## src/rtl/io_defs.sv

```systemverilog
// Shared register offsets, STATUS/CTRL bit positions and UART state encodings
// for the memory-mapped UART front end.
package io_defs;

  localparam logic [4:0] IO_STATUS = 5'h00;
  localparam logic [4:0] IO_RXDATA = 5'h04;
  localparam logic [4:0] IO_TXDATA = 5'h08;
  localparam logic [4:0] IO_CTRL   = 5'h0C;
  localparam logic [4:0] IO_CYCLES = 5'h10;

  localparam int ST_TX_READY     = 0;
  localparam int ST_RX_VALID     = 1;
  localparam int ST_RX_OVERFLOW  = 2;
  localparam int ST_TX_EMPTY     = 3;
  localparam int ST_RX_COUNT_LSB = 8;
  localparam int ST_TX_COUNT_LSB = 16;

  localparam int CTRL_RX_IE   = 0;
  localparam int CTRL_CLR_OVF = 1;

  typedef enum logic {
    TX_IDLE,
    TX_SEND
  } tx_state_t;

  typedef enum logic [1:0] {
    RX_IDLE,
    RX_START,
    RX_DATA,
    RX_STOP
  } rx_state_t;

endpackage

```

## src/rtl/io_fifo.sv

```systemverilog
// Synchronous FIFO with a combinational head. A push into a full FIFO is
// accepted only when a pop happens on the same edge.
module io_fifo #(
  parameter int WIDTH = 8,
  parameter int DEPTH = 8
) (
  input  logic                     Clock,
  input  logic                     Reset,
  input  logic                     push,
  input  logic                     pop,
  input  logic [WIDTH-1:0]         din,
  output logic [WIDTH-1:0]         head,
  output logic                     full,
  output logic                     empty,
  output logic [$clog2(DEPTH):0]   count
);

  localparam int AW = $clog2(DEPTH);

  logic [WIDTH-1:0] mem [DEPTH];
  logic [AW-1:0]    rd_ptr;
  logic [AW-1:0]    wr_ptr;
  logic             do_push;
  logic             do_pop;

  assign empty   = (count == '0);
  assign full    = (count == (AW+1)'(DEPTH));
  assign head    = mem[rd_ptr];
  assign do_pop  = pop && !empty;
  assign do_push = push && (!full || do_pop);

  always_ff @(posedge Clock) begin
    if (do_push) begin
      mem[wr_ptr] <= din;
    end
  end

  always_ff @(posedge Clock) begin
    if (Reset) begin
      rd_ptr <= '0;
      wr_ptr <= '0;
      count  <= '0;
    end else begin
      if (do_push) begin
        wr_ptr <= wr_ptr + AW'(1);
      end
      if (do_pop) begin
        rd_ptr <= rd_ptr + AW'(1);
      end
      case ({do_push, do_pop})
        2'b10:   count <= count + (AW+1)'(1);
        2'b01:   count <= count - (AW+1)'(1);
        default: count <= count;
      endcase
    end
  end

endmodule

```

## src/rtl/uart.sv

```systemverilog
// 8N1 UART: one byte per DataInValid/DataInReady handshake on the transmit
// side, one DataOutValid pulse per received frame with a valid stop bit.
module uart
  import io_defs::*;
#(
  parameter int CLKS_PER_BIT = 868
) (
  input  logic       Clock,
  input  logic       Reset,
  input  logic [7:0] DataIn,
  input  logic       DataInValid,
  output logic       DataInReady,
  output logic [7:0] DataOut,
  output logic       DataOutValid,
  input  logic       DataOutReady,
  input  logic       SIn,
  output logic       SOut
);

  localparam int CW = $clog2(CLKS_PER_BIT);

  tx_state_t  tx_state, tx_next;
  logic [9:0] tx_shift;
  logic [3:0] tx_bits;
  logic [CW-1:0] tx_clk;
  logic       tx_tick;

  assign tx_tick     = (tx_clk == CW'(CLKS_PER_BIT - 1));
  assign DataInReady = (tx_state == TX_IDLE);
  assign SOut        = (tx_state == TX_SEND) ? tx_shift[0] : 1'b1;

  always_comb begin
    tx_next = tx_state;
    case (tx_state)
      TX_IDLE: if (DataInValid) tx_next = TX_SEND;
      TX_SEND: if (tx_tick && tx_bits == 4'd9) tx_next = TX_IDLE;
      default: tx_next = TX_IDLE;
    endcase
  end

  // Frame is {stop, data[7:0], start}, shifted out LSB first.
  always_ff @(posedge Clock) begin
    if (Reset) begin
      tx_state <= TX_IDLE;
      tx_shift <= '1;
      tx_bits  <= '0;
      tx_clk   <= '0;
    end else begin
      tx_state <= tx_next;
      if (tx_state == TX_IDLE) begin
        tx_clk  <= '0;
        tx_bits <= '0;
        if (DataInValid) tx_shift <= {1'b1, DataIn, 1'b0};
      end else if (tx_tick) begin
        tx_clk   <= '0;
        tx_bits  <= tx_bits + 4'd1;
        tx_shift <= {1'b1, tx_shift[9:1]};
      end else begin
        tx_clk <= tx_clk + CW'(1);
      end
    end
  end

  rx_state_t  rx_state, rx_next;
  logic [1:0] rx_sync;
  logic       sin_s;
  logic [7:0] rx_shift;
  logic [2:0] rx_bits;
  logic [CW-1:0] rx_clk;
  logic       rx_tick;
  logic       rx_half;

  assign sin_s   = rx_sync[1];
  assign rx_tick = (rx_clk == CW'(CLKS_PER_BIT - 1));
  assign rx_half = (rx_clk == CW'(CLKS_PER_BIT / 2 - 1));

  always_comb begin
    rx_next = rx_state;
    case (rx_state)
      RX_IDLE:  if (!sin_s) rx_next = RX_START;
      RX_START: if (rx_half) rx_next = sin_s ? RX_IDLE : RX_DATA;
      RX_DATA:  if (rx_tick && rx_bits == 3'd7) rx_next = RX_STOP;
      RX_STOP:  if (rx_tick) rx_next = RX_IDLE;
      default:  rx_next = RX_IDLE;
    endcase
  end

  // Sampling is aligned to the middle of each bit by the half-bit wait in RX_START.
  always_ff @(posedge Clock) begin
    if (Reset) begin
      rx_state     <= RX_IDLE;
      rx_sync      <= 2'b11;
      rx_shift     <= '0;
      rx_bits      <= '0;
      rx_clk       <= '0;
      DataOut      <= '0;
      DataOutValid <= 1'b0;
    end else begin
      rx_state <= rx_next;
      rx_sync  <= {rx_sync[0], SIn};
      if (DataOutValid && DataOutReady) DataOutValid <= 1'b0;
      case (rx_state)
        RX_IDLE: begin
          rx_clk  <= '0;
          rx_bits <= '0;
        end
        RX_START: rx_clk <= rx_half ? '0 : rx_clk + CW'(1);
        RX_DATA: begin
          if (rx_tick) begin
            rx_clk   <= '0;
            rx_bits  <= rx_bits + 3'd1;
            rx_shift <= {sin_s, rx_shift[7:1]};
          end else begin
            rx_clk <= rx_clk + CW'(1);
          end
        end
        default: begin
          if (rx_tick) begin
            rx_clk <= '0;
            if (sin_s) begin
              DataOut      <= rx_shift;
              DataOutValid <= 1'b1;
            end
          end else begin
            rx_clk <= rx_clk + CW'(1);
          end
        end
      endcase
    end
  end

endmodule

```

## src/rtl/uart_mmio_fifo.sv

```systemverilog
// Memory-mapped UART front end with RX/TX FIFOs, sticky overflow and Irq.
// Define IO_CYCLE_COUNTER_EN to add the free-running CYCLES register at 0x10.
module uart_mmio_fifo
  import io_defs::*;
#(
  parameter logic [31:0] BASE_ADDR    = 32'h8000_0000,
  parameter int          RX_DEPTH     = 8,
  parameter int          TX_DEPTH     = 8,
  parameter int          CLKS_PER_BIT = 868
) (
  input  logic        Clock,
  input  logic        Reset,
  input  logic [31:0] Addr,
  input  logic [31:0] WrData,
  input  logic [3:0]  IO_trans,
  input  logic        IO_recv,
  input  logic        FPGA_Sin,
  output logic        FPGA_Sout,
  output logic [31:0] Received,
  output logic        Irq
);

  localparam int RX_CW = $clog2(RX_DEPTH) + 1;
  localparam int TX_CW = $clog2(TX_DEPTH) + 1;

  logic             in_window;
  logic [4:0]       offset;
  logic             is_write;
  logic             is_load;
  logic             wr_tx;
  logic             wr_ctrl;
  logic             rd_rx;
  logic [7:0]       tx_head;
  logic             tx_full;
  logic             tx_empty;
  logic             tx_valid;
  logic             tx_pop;
  logic [TX_CW-1:0] tx_count;
  logic [7:0]       rx_head;
  logic             rx_full;
  logic             rx_empty;
  logic [RX_CW-1:0] rx_count;
  logic             uart_in_ready;
  logic [7:0]       uart_out_data;
  logic             uart_out_valid;
  logic             rx_drop;
  logic             rx_overflow;
  logic             rx_ie;
  logic [31:0]      status;
  logic [31:0]      rd_value;
  logic             unused_bits;

  assign in_window = (Addr[31:5] == BASE_ADDR[31:5]);
  assign offset    = Addr[4:0];
  assign is_write  = |IO_trans;
  assign is_load   = IO_recv && !is_write;
  assign wr_tx     = is_write && in_window && (offset == IO_TXDATA);
  assign wr_ctrl   = is_write && in_window && (offset == IO_CTRL);
  assign rd_rx     = is_load && in_window && (offset == IO_RXDATA);
  assign tx_valid  = !tx_empty;
  assign tx_pop    = tx_valid && uart_in_ready;
  // A full RX FIFO is never empty, so any RXDATA load here is a real pop.
  assign rx_drop   = uart_out_valid && rx_full && !rd_rx;
  assign Irq       = (!rx_empty && rx_ie) || rx_overflow;
  assign unused_bits = ^WrData[31:8];

  io_fifo #(.WIDTH(8), .DEPTH(TX_DEPTH)) u_tx_fifo (
    .Clock (Clock),
    .Reset (Reset),
    .push  (wr_tx),
    .pop   (tx_pop),
    .din   (WrData[7:0]),
    .head  (tx_head),
    .full  (tx_full),
    .empty (tx_empty),
    .count (tx_count)
  );

  io_fifo #(.WIDTH(8), .DEPTH(RX_DEPTH)) u_rx_fifo (
    .Clock (Clock),
    .Reset (Reset),
    .push  (uart_out_valid),
    .pop   (rd_rx),
    .din   (uart_out_data),
    .head  (rx_head),
    .full  (rx_full),
    .empty (rx_empty),
    .count (rx_count)
  );

  uart #(.CLKS_PER_BIT(CLKS_PER_BIT)) u_uart (
    .Clock        (Clock),
    .Reset        (Reset),
    .DataIn       (tx_head),
    .DataInValid  (tx_valid),
    .DataInReady  (uart_in_ready),
    .DataOut      (uart_out_data),
    .DataOutValid (uart_out_valid),
    .DataOutReady (1'b1),
    .SIn          (FPGA_Sin),
    .SOut         (FPGA_Sout)
  );

  // A new overflow in the same cycle as a clear request leaves the flag set.
  always_ff @(posedge Clock) begin
    if (Reset) begin
      rx_overflow <= 1'b0;
      rx_ie       <= 1'b0;
    end else begin
      if (wr_ctrl) begin
        rx_ie <= WrData[CTRL_RX_IE];
        if (WrData[CTRL_CLR_OVF]) rx_overflow <= 1'b0;
      end
      if (rx_drop) rx_overflow <= 1'b1;
    end
  end

`ifdef IO_CYCLE_COUNTER_EN
  logic [31:0] cycles;

  always_ff @(posedge Clock) begin
    if (Reset) begin
      cycles <= '0;
    end else if (is_write && in_window && (offset == IO_CYCLES)) begin
      cycles <= '0;
    end else begin
      cycles <= cycles + 32'd1;
    end
  end
`endif

  always_comb begin
    status                          = '0;
    status[ST_TX_READY]             = !tx_full;
    status[ST_RX_VALID]             = !rx_empty;
    status[ST_RX_OVERFLOW]          = rx_overflow;
    status[ST_TX_EMPTY]             = tx_empty;
    status[ST_RX_COUNT_LSB +: 8]    = 8'(rx_count);
    status[ST_TX_COUNT_LSB +: 8]    = 8'(tx_count);
    rd_value = '0;
    if (in_window) begin
      case (offset)
        IO_STATUS: rd_value = status;
        IO_RXDATA: rd_value = rx_empty ? 32'h0 : {24'h0, rx_head};
        IO_CTRL:   rd_value[CTRL_RX_IE] = rx_ie;
`ifdef IO_CYCLE_COUNTER_EN
        IO_CYCLES: rd_value = cycles;
`endif
        default:   rd_value = '0;
      endcase
    end
  end

  always_ff @(posedge Clock) begin
    if (Reset) begin
      Received <= '0;
    end else if (is_load) begin
      Received <= rd_value;
    end
  end

endmodule
```

## config.mk

```make
export PLATFORM = sky130hd
export DESIGN_NAME = uart_mmio_fifo
export DESIGN_NICKNAME = d
export VERILOG_FILES = /design/src/rtl/io_defs.sv /design/src/rtl/io_fifo.sv /design/src/rtl/uart.sv /design/src/rtl/uart_mmio_fifo.sv
export SDC_FILE = /design/constraint.sdc
export NUM_CORES = 1
export LEC_CHECK = 0
export BUFFER_PORTS_ARGS = -buffer_cell sky130_fd_sc_hd__buf_2
export CORE_MARGIN = 10
export CORE_UTILIZATION = 50
export DETAILED_ROUTE_END_ITERATION = 12
export MAX_ROUTING_LAYER = met4
export PLACE_DENSITY = 0.78
export SYNTH_ARGS = -nofsm -noshare
export SYNTH_HDL_FRONTEND = slang
export SYNTH_SLANG_ARGS = --single-unit
```

## constraint.sdc

```tcl
create_clock -name Clock -period 5 [get_ports Clock]
set_input_delay 1 -clock Clock [delete_from_list [all_inputs] [get_ports Clock]]
set_output_delay 1 -clock Clock [all_outputs]
set_load 0.01 [all_outputs]
```

==> impl_metrics.csv, run 1 <==
group,metric,value,unit
synth,syn-cell-area,9460,µm²
pwr,switchingPower,0.703,mW
critical_path,crit_buf_inv,1,
cts,clk-insertion-delay-late,500,ps
status,status,"complete, no violations",
run,maxCapViolations,0,
critical_path,cp_cell_sequence,"buf_2 > nor4_4 > nand4_4 > and4bb_2 > nand2_1 > or2_1 > nor2_1",
layout,fillCellCount,1390,
pwr,intPower,3.01,mW
grt,grtUsageTotal,15.9,%
grt,grt_pass1_vias,5814,
layout,nets,855,
synth,yosysSeqAreaShare,62.2,%
sta,fmax,310,MHz
pwr,p_comb_share,1.7,%
cts,cts_root_buf,"clkbuf_16",
placed_design,hpwl,12300,µm
drt,firstDrtPassIters,5,
sta,finalSetupTns,0,ps
critical_path,path_max_fanout,8,
sta,fin_crit_sh,64.5,%
cts,clk_pin_slew,60,ps
sta,holdWs,405,ps
layout,drive_gt1_share,22.7,%
floorplanning,die_width,158,µm
synth,synthDistinctLibCells,60,
synth,async_flop_share,0,%
critical_path,cp_top_family,"simple AND/OR/NAND/NOR gates",
sta,setup_violations,0,
layout,syn_to_final_growth,13.5,%
critical_path,start_kind,"primary input",
sta,finalHoldViolCount,0,
drt,wl,19200,µm
grt,grt_pass1_wl,30800,µm
floorplanning,fp.dieH,158,µm
sta,relSlewSlack,35.8,%
placed_design,gp_congestion,0.800,
sta,min_period,3230,ps
synth,synth_flop_cell,"edfxtp_1",
cts,cts_tree,"built",
synth,postSynthAreaPerCell,13.6,µm²
drt,via_per_inst,5.66,
sta,fin_skew,16.2,ps
cts,cts_resized,0,
floorplanning,rows,50,
drt,dr_total_vias,5752,
grt,antenna_found_initial,0,
cts,numCtsBuffers,22,
sta,slew_viol_final,0,
pwr,p_seq_share,53.5,%
critical_path,crit_slowest_cell,"nor2_1",
cts,clockBufferDepth,3,
cts,cts_setup_buffers,0,
cts,cts_hold_buf,0,
drt,antenna_left,0,
placed_design,numPortBuffers,65,
cts,htreeDepth,1,
floorplanning,io_pins,106,
layout,layout_commonest_cell,"edfxtp_1",
floorplanning,initial_core_util,50.8,%
layout,register_area,5890,µm²
pwr,clock_power_share,44.8,%
drt,post-route-drc-count,0,
layout,multi_input_area,3360,µm²
critical_path,crit_path_end_kind,"register",
critical_path,worst_path_largest_cell_delay,730,ps
critical_path,critPathArrivalTime,3340,ps
sta,rsz0062_at_grt,"false",
synth,postSynthCellCount,696,
layout,layout_common_cells,"edfxtp_1 (128), dfxtp_1 (102), nor2_1 (99)",
drt,detail_route.wl_per_cell,18.9,µm
floorplanning,core,18600,µm²
pwr,swShare,18.9,%
critical_path,cp.required,5120,ps
pwr,ir_drop,0.170,mV
synth,synth_seq_cells,230,
synth,yosysWarnings,0,
hold_path,hold_path_class,"register to register",
synth,synth_edf_count,128,
sta,worstMarginPinSlew,963,ps
layout,antenna_cells,0,
critical_path,critPathKind,"primary input to register",
grt,grt_max_degree,41,
pwr,p_per_area,346,nW/µm²
floorplanning,die-area,24800,µm²
cts,numClockSinks,230,
pwr,p_leak,3.70,nW
drt,drtIter0Drc,636,
grt,grt-ovfl-total,0,
==> metrics by stage <==
step | setup WS (ps) | power, mW | cell area, µm² | util [%] | instances
global placement | 1300 | 2.09 | 10000 | 53.7 | 978
floorplan | 1630 | 2.06 | 9520 | - | 711
global route | 1540 | 3.83 | 10700 | 57.6 | 1017
finish | 1770 | 3.71 | 10700 | 57.6 | 1017
CTS | 1750 | 3.75 | 10700 | 57.6 | 1017
detailed placement | 1220 | 2.09 | 10000 | 53.7 | 978
==> flip-flops by register name, summed over array words and instances (netlist names), 4 cells and up, named ones only <==
signal,count
u_uart.rx_clk,10
u_uart.DataOut,8
Received,16
u_uart.tx_clk,10
u_tx_fifo.count,4
u_uart.rx_shift,8
u_tx_fifo.mem,64
u_rx_fifo.count,4
u_uart.tx_bits,4
u_uart.tx_shift,9
u_rx_fifo.mem,64
==> Yosys cell counts, drive strengths merged, types with 14 or more instances <==
cell type  number  area [µm²]
mux2i          27         270
clkbuf         21        78.8
nand2          25        96.4
buf            26         171
dfxtp         102        2040
nor3           14        86.3
a22oi          14         105
o21ai          15        78.8
mux4           32         721
ha             15         188
xor2           17         149
a21oi          19        95.1
nor2           99         372
edfxtp        128        3840
xnor2          17         149
nand3          15        80.1
==> kinds of logic (layout without fill, tap and decap cells) <==
group                      after synthesis  after routing  synth area share, %
AOI/OAI and AO/OA                       76             76                 5.14
xor gates and xnor gates                34             34                 3.15
adders and majority gates               15             15                 1.98
buffers and inverters                   56            128                 3.00
DFF                                    230            230                 62.2
muxes                                   70             70                 11.8
other                                    1             16               0.0396
and+or+nand+nor                        214            214                 12.7
==> power groups by stage <==
stage	sequential, mW	combinational [mW]	clock (mW)
after CTS	1.99	0.0647	1.70
final	1.99	0.0645	1.66
after global routing	1.99	0.0720	1.77
after floorplan	2.03	0.0362	0
after global placement	2.03	0.0622	0
after detailed placement	2.03	0.0640	0
==> final cells by class <==
type	instances	area share, %
well taps	234	2.73
multi-input cells	425	31.2
clock inverters	8	0.838
flip-flops and latches	230	54.8
inverters	9	0.314
repair buffers	80	4.08
clock buffers	31	6.02
==> path summary, 6_finish.rpt <==
kind,startpoint,endpoint,slack (ps),cells after the start
setup / recovery,Addr[15],u_tx_fifo.mem[1][4],1770,7
hold / removal,u_uart.rx_sync[0],u_uart.rx_sync[1],410,1
setup reg to reg,u_tx_fifo.count[0],u_tx_fifo.count[2],1950,9
hold reg to reg,u_uart.rx_sync[0],u_uart.rx_sync[1],410,1
==> per-layer routing <==
layer  part of all wire, %  wire (µm)  track usage, %
met1                    42       8090            19.8
met3                   6.3       1200            2.44
met5                     0          0               -
met4                   1.5        296            4.99
met2                    50       9610            26.4
==> worst register-to-register path, delay by kind of cell (launching register included) <==
family                   cells  cell delay (ps)
AO/OA/AOI/OAI                2              280
XOR/XNOR                     2              250
adder cells (fa/ha/maj)      2              570
flip-flops                   1              380
AND/OR/NAND/NOR              3             1490
Note: power is estimated with default switching activity, not from simulation.
==> run 2, diff against run 1 <==
PLACE_DENSITY = 0.81   (was 0.78)
clock period = 2.6 ns   (was 5 ns; I/O delays follow)
==> run 2 against run 1 <==
Effect of this change: first-iteration DRC count fell by 21%; critical endpoint is now u_rx_fifo.mem[5][0]; sequential power up 92%; core utilization increased by 2.2 points; sequential cell count did not move; register-to-register slack worse by 1700 ps; wire length grew 5.1%; hold slack lost 190 ps; combinational power is 100% higher; cell area increased by 3.7%; critical path type unchanged; power up 92%; worst setup slack got worse by 1600 ps.
==> impl_metrics.csv, run 2 (synthesis gave the netlist of run 1 again) <==
group,metric,value,unit
placed_design,numPortBuffers,65,
sta,worstMarginPinSlew,597,ps
grt,grt_pass1_vias,5933,
sta,setup_slack,169,ps
layout,layout_commonest_cell,"edfxtp_1",
layout,nets,903,
grt,grt-ovfl-total,0,
cts,cts_root_buf,"clkbuf_16",
floorplanning,initial_core_util,50.8,%
drt,antenna_left,0,
floorplanning,rows,50,
critical_path,worst_path_largest_cell_delay,330,ps
sta,fin_skew,11.4,ps
critical_path,start_kind,"primary input",
floorplanning,core,18600,µm²
sta,slew_viol_final,0,
placed_design,place_ws,-267,ps
drt,top_layer_used,"met4",
hold_path,hold_path_class,"primary input to register",
drt,firstDrtPassIters,5,
critical_path,crit_path_end_kind,"register",
layout,reg_top3,"u_rx_fifo.mem: 64 flops, u_tx_fifo.mem: 64 flops, Received: 16 flops",
floorplanning,die-area,24800,µm²
status,status,"complete, no violations",
run,maxCapViolations,0,
sta,finalSetupTns,0,ps
grt,grtUsageTotal,16.7,%
critical_path,crit_slowest_cell,"nor4_4",
layout,drive_gt1_share,28.6,%
sta,relSlewSlack,60.2,%
pwr,power,7.14,mW
floorplanning,die_width,158,µm
layout,final_cell_area,11100,µm²
cts,cts_tree,"built",
placed_design,place_area,10400,µm²
drt,detail_route.wl_per_cell,18.9,µm
layout,syn_to_final_growth,17.8,%
layout,fillCellCount,1403,
critical_path,cp.required,2810,ps
pwr,p_per_area,641,nW/µm²
grt,antenna_found_initial,0,
layout,layout_common_cells,"edfxtp_1 (128), dfxtp_1 (102), nor2_1 (99)",
drt,drtIter0Drc,501,
critical_path,cp_cell_sequence,"buf_2 > nor4_4 > nand4_4 > buf_4 > nor4_4 > o21ai_2 > or2_1 > nor3b_2 > buf_4",
cts,numClockSinks,230,
cts,cts_setup_buffers,0,
cts,clk-insertion-delay-late,500,ps
pwr,p_leak,3.97,nW
drt,via_per_inst,5.55,
cts,numCtsBuffers,23,
grt,grt_pass1_wl,32100,µm
grt,grt_max_degree,25,
drt,wl,20200,µm
layout,antenna_cells,0,
cts,htreeDepth,1,
sta,holdWs,211,ps
drt,dr_total_vias,5913,
sta,fmax,411,MHz
cts,cts_resized,0,
critical_path,cp_top_family,"simple AND/OR/NAND/NOR gates",
sta,min_period,2430,ps
floorplanning,io_pins,106,
critical_path,critPathArrivalTime,2640,ps
pwr,ir_drop,0.345,mV
critical_path,path_max_fanout,5,
drt,wl_met3,1310,µm
placed_design,hpwl,13500,µm
drt,wl_met1,8670,µm
drt,post-route-drc-count,0,
drt,met2WireLength,9770,µm
cts,clk_pin_slew,60,ps
sta,fin_crit_sh,93.5,%
cts,cts_hold_buf,0,
placed_design,gp_congestion,0.822,
critical_path,critPathKind,"primary input to register",
cts,clockBufferDepth,3,
floorplanning,fp.dieH,158,µm
sta,finalHoldViolCount,0,
sta,rsz0062_at_grt,"false",
sta,setup_violations,0,
critical_path,crit_buf_inv,3,
[run 2: stage by stage]
stage | util, % | std cells
3_5_place_dp | 55.9 | 1025
2_1_floorplan | - | 711
3_3_place_gp | 55.9 | 1025
5_1_grt | 59.8 | 1066
6_report | 59.8 | 1066
4_1_cts | 59.8 | 1066
[run 2: final cells by class]
| class | count | area [µm²] | share of cell area (%) |
|---|---|---|---|
| clock inverters | 12 | 115 | 1.03 |
| flip-flops and latches | 230 | 5890 | 52.8 |
| inverters | 9 | 33.8 | 0.303 |
| repair buffers | 127 | 791 | 7.09 |
| multi-input cells | 425 | 3410 | 30.6 |
| clock buffers | 29 | 618 | 5.54 |
| well taps | 234 | 293 | 2.63 |
[run 2: worst paths after layout]
check,start,end,slack (ps),depth (start not counted)
max reg2reg,u_rx_fifo.count[3],u_rx_fifo.count[1],270,8
max,Addr[7],u_rx_fifo.mem[5][0],170,9
min,FPGA_Sin,u_uart.rx_sync[0],210,2
min reg2reg,u_uart.rx_sync[0],u_uart.rx_sync[1],410,1
[run 2: where the power goes]
group          switching, mW  internal [mW]  leakage [nW]
Combinational         0.0833         0.0474          1.61
Clock                   1.31           1.88         0.364
Sequential           0.00255           3.82          1.99
Total                   1.39           5.75          3.97
[run 2: layer usage]
layer / vias up / track usage (%)
li1: 2799 / -
met5: - / -
met2: 192 / 27.0
met3: 30 / 3.04
met4: 0 / 5.34
met1: 2892 / 21.1
==> run 3, diff against run 2 <==
ABC_AREA = 1   (was default)
PLACE_DENSITY = 0.8   (was 0.81)
==> run 3 against run 2 <==
Effect of this change: worst setup slack improved by 92 ps; sequential power increased by 7.1%; critical endpoint is now Irq; clock power increased by 5%; combinational power increased to 12 times the previous value; power increased by 26%; via count increased by 25%; global-route usage increased by 0.37 points; first-iteration DRC count increased by 40%; final cell count increased by 29%; die area increased by 1.6%.
==> impl_metrics.csv, run 3 <==
group,metric,value,unit
status,status,"complete, no violations",
synth,synth_flop_cell,"edfxtp_1",
pwr,ir_drop,0.485,mV
pwr,power,9.00,mW
synth,postSynthCellCount,997,
cts,numClockSinks,230,
hold_path,hold_path_class,"primary input to register",
sta,fin_skew,17.2,ps
synth,synthXorXnorAreaFrac,1.00,%
grt,grt_max_degree,47,
placed_design,gp_congestion,0.834,
placed_design,dp.cells,1332,
cts,clk_pin_slew,60,ps
drt,drtIter0Drc,702,
placed_design,hpwl,14500,µm
pwr,intPower,6.52,mW
synth,synth-adder-area-share,1.95,%
synth,yosysWarnings,0,
critical_path,critPathLaunch,"u_rx_fifo.count[0]",
layout,nets,1185,
pwr,p_seq_share,45.4,%
synth,synth_top_family_by_area,"simple AND/OR/NAND/NOR gates",
cts,numCtsBuffers,24,
critical_path,cp.required,2080,ps
drt,detail_route.wl_per_cell,15.8,µm
synth,synth_compound_area_share,12.1,%
sta,fin_crit_sh,90.0,%
layout,drive_gt1_share,15.2,%
floorplanning,rows,50,
layout,register_area,5890,µm²
run,maxCapViolations,0,
layout,reg_top3,"u_rx_fifo.mem: 64 flops, u_tx_fifo.mem: 64 flops, Received: 16 flops",
drt,dr_total_vias,7369,
critical_path,worstRegToRegCells,12,
critical_path,r2r-end,"u_tx_fifo.count[3]",
layout,multi_input_area,3280,µm²
pwr,p_per_area,803,nW/µm²
layout,fillCellCount,1525,
layout,fin_cells,1376,
sta,finalHoldViolCount,0,
synth,postSynthAreaPerCell,9.66,µm²
critical_path,start_kind,"register",
synth,synthDistinctLibCells,45,
layout,antenna_cells,0,
grt,antenna_found_initial,0,
synth,synth_seq_cells,230,
synth,synth_edf_count,128,
pwr,p_leak,4.34,nW
floorplanning,initial_core_util,51.2,%
critical_path,path_max_fanout,6,
sta,min_period,2340,ps
cts,cts_tree,"built",
critical_path,r2r_setup_slack,270,ps
critical_path,endpoint,"Irq",
sta,worstMarginPinSlew,761,ps
pwr,swShare,27.5,%
floorplanning,io_pins,106,
critical_path,r2r_start,"u_tx_fifo.count[1]",
synth,async_flop_share,0,%
placed_design,numPortBuffers,65,
synth,syn-cell-area,9640,µm²
sta,rsz0062_at_grt,"false",
pwr,switchingPower,2.48,mW
drt,firstDrtPassIters,5,
floorplanning,fp.dieH,159,µm
drt,wl,21700,µm
cts,cts_setup_buffers,0,
drt,via_per_inst,5.36,
floorplanning,die-area,25200,µm²
critical_path,crit_path_end_kind,"primary output",
layout,layout_common_cells,"nand2_1 (151), nor2_1 (151), edfxtp_1 (128)",
critical_path,critPathArrivalTime,1820,ps
floorplanning,die_width,159,µm
cts,cts_resized,0,
drt,post-route-drc-count,0,
cts,cts_root_buf,"clkbuf_16",
grt,grt_pass1_vias,7202,
synth,synth_top_area_share,39.9,%
synth,muxShareOfSynthArea,0,%
synth,yosys-top-cells-area,"edfxtp_1 (40%), dfxtp_1 (21%), nand2_1 (5.9%)",
sta,fmax,428,MHz
sta,setup_violations,0,
cts,clockBufferDepth,3,
synth,yosys.area_share.simple,18.3,%
cts,clk-insertion-delay-late,510,ps
cts,htreeDepth,1,
grt,grt-ovfl-total,0,
floorplanning,core,18800,µm²
sta,slew_viol_final,0,
cts,cts_hold_buf,0,
pwr,p_comb_share,17.2,%
pwr,clock_power_share,37.4,%
synth,synth_top_cell_by_area,"edfxtp_1",
critical_path,critPathKind,"register to primary output",
synth,yosysSeqAreaShare,61.1,%
drt,antenna_left,0,
grt,grt_pass1_wl,35400,µm
sta,relSlewSlack,49.2,%
layout,syn_to_final_growth,16.3,%
hold_path,hold_depth,2,
grt,grtUsageTotal,17.1,%
synth,synth_common_cells,"nand2_1 (151), nor2_1 (151), edfxtp_1 (128)",
==> run 3: final cells by class <==
class / count / area share, %
multi-input cells: 658 / 29.2
inverters: 77 / 2.58
flip-flops and latches: 230 / 52.5
repair buffers: 107 / 5.72
clock inverters: 14 / 1.08
clock buffers: 30 / 5.93
well taps: 260 / 2.90
==> run 3: power groups by stage <==
stage | clock network [mW] | logic [mW] | registers (mW)
2_1_floorplan | 0 | 1.07 | 4.13
3_3_place_gp | 0 | 1.46 | 4.16
3_5_place_dp | 0 | 1.53 | 4.16
4_1_cts | 3.40 | 1.54 | 4.09
5_1_grt | 3.57 | 1.77 | 4.10
6_report | 3.36 | 1.55 | 4.09
==> run 3: worst max-delay path: stages (launching register included) <==
cell,delay [ps]
dfxtp_1,360
nor2_1,140
nand2_1,100
nor2_1,310
inv_1,140
nand2_1,90
nand2_1,40
buf_2,140
==> run 3: stage by stage <==
step | hold slack (ps) | worst slack, ps | TNS, ps | utilization [%] | area, µm²
2_1_floorplan | 389 | 96.6 | 0 | - | 9690
3_3_place_gp | 396 | 16.4 | 0 | 55.3 | 10400
3_5_place_dp | 397 | -67.3 | -75.5 | 55.3 | 10400
4_1_cts | 185 | 266 | 0 | 59.5 | 11200
5_1_grt | 190 | 61.0 | 0 | 59.5 | 11200
6_report | 195 | 261 | 0 | 59.5 | 11200
==> run 3: how the worst min path moves through the flow <==
stage	slack, ps	endpoint	from
6_report	190	u_uart.rx_sync[0]	FPGA_Sin
5_1_grt	190	u_uart.rx_sync[0]	FPGA_Sin
4_1_cts	180	u_uart.rx_sync[0]	FPGA_Sin
3_5_place_dp	400	u_uart.rx_sync[1]	u_uart.rx_sync[0]
3_3_place_gp	400	u_uart.rx_sync[1]	u_uart.rx_sync[0]
2_1_floorplan	390	u_uart.rx_sync[1]	u_uart.rx_sync[0]
==> run 3: kinds of logic (layout without fill, tap and decap cells) <==
group                    after synthesis  in the layout
AND/OR/NAND/NOR                      401            401
buffers and inverters                124            228
other                                  1             16
AO/OA/AOI/OAI                        215            215
flip-flops                           230            230
adder cells (fa/ha/maj)               15             15
XOR/XNOR                              11             11
==> run 3: per-layer routing <==
metal  GRT usage [%]  share of wire [%]  up-vias  wire [µm]
li1                -                  -     3599          -
met1            21.9                 44     3447       9620
met2            26.7                 46      283      10000
met3            3.59                7.7       40       1680
met4            5.14                2.0        0        437
met5               -                  0        -          0
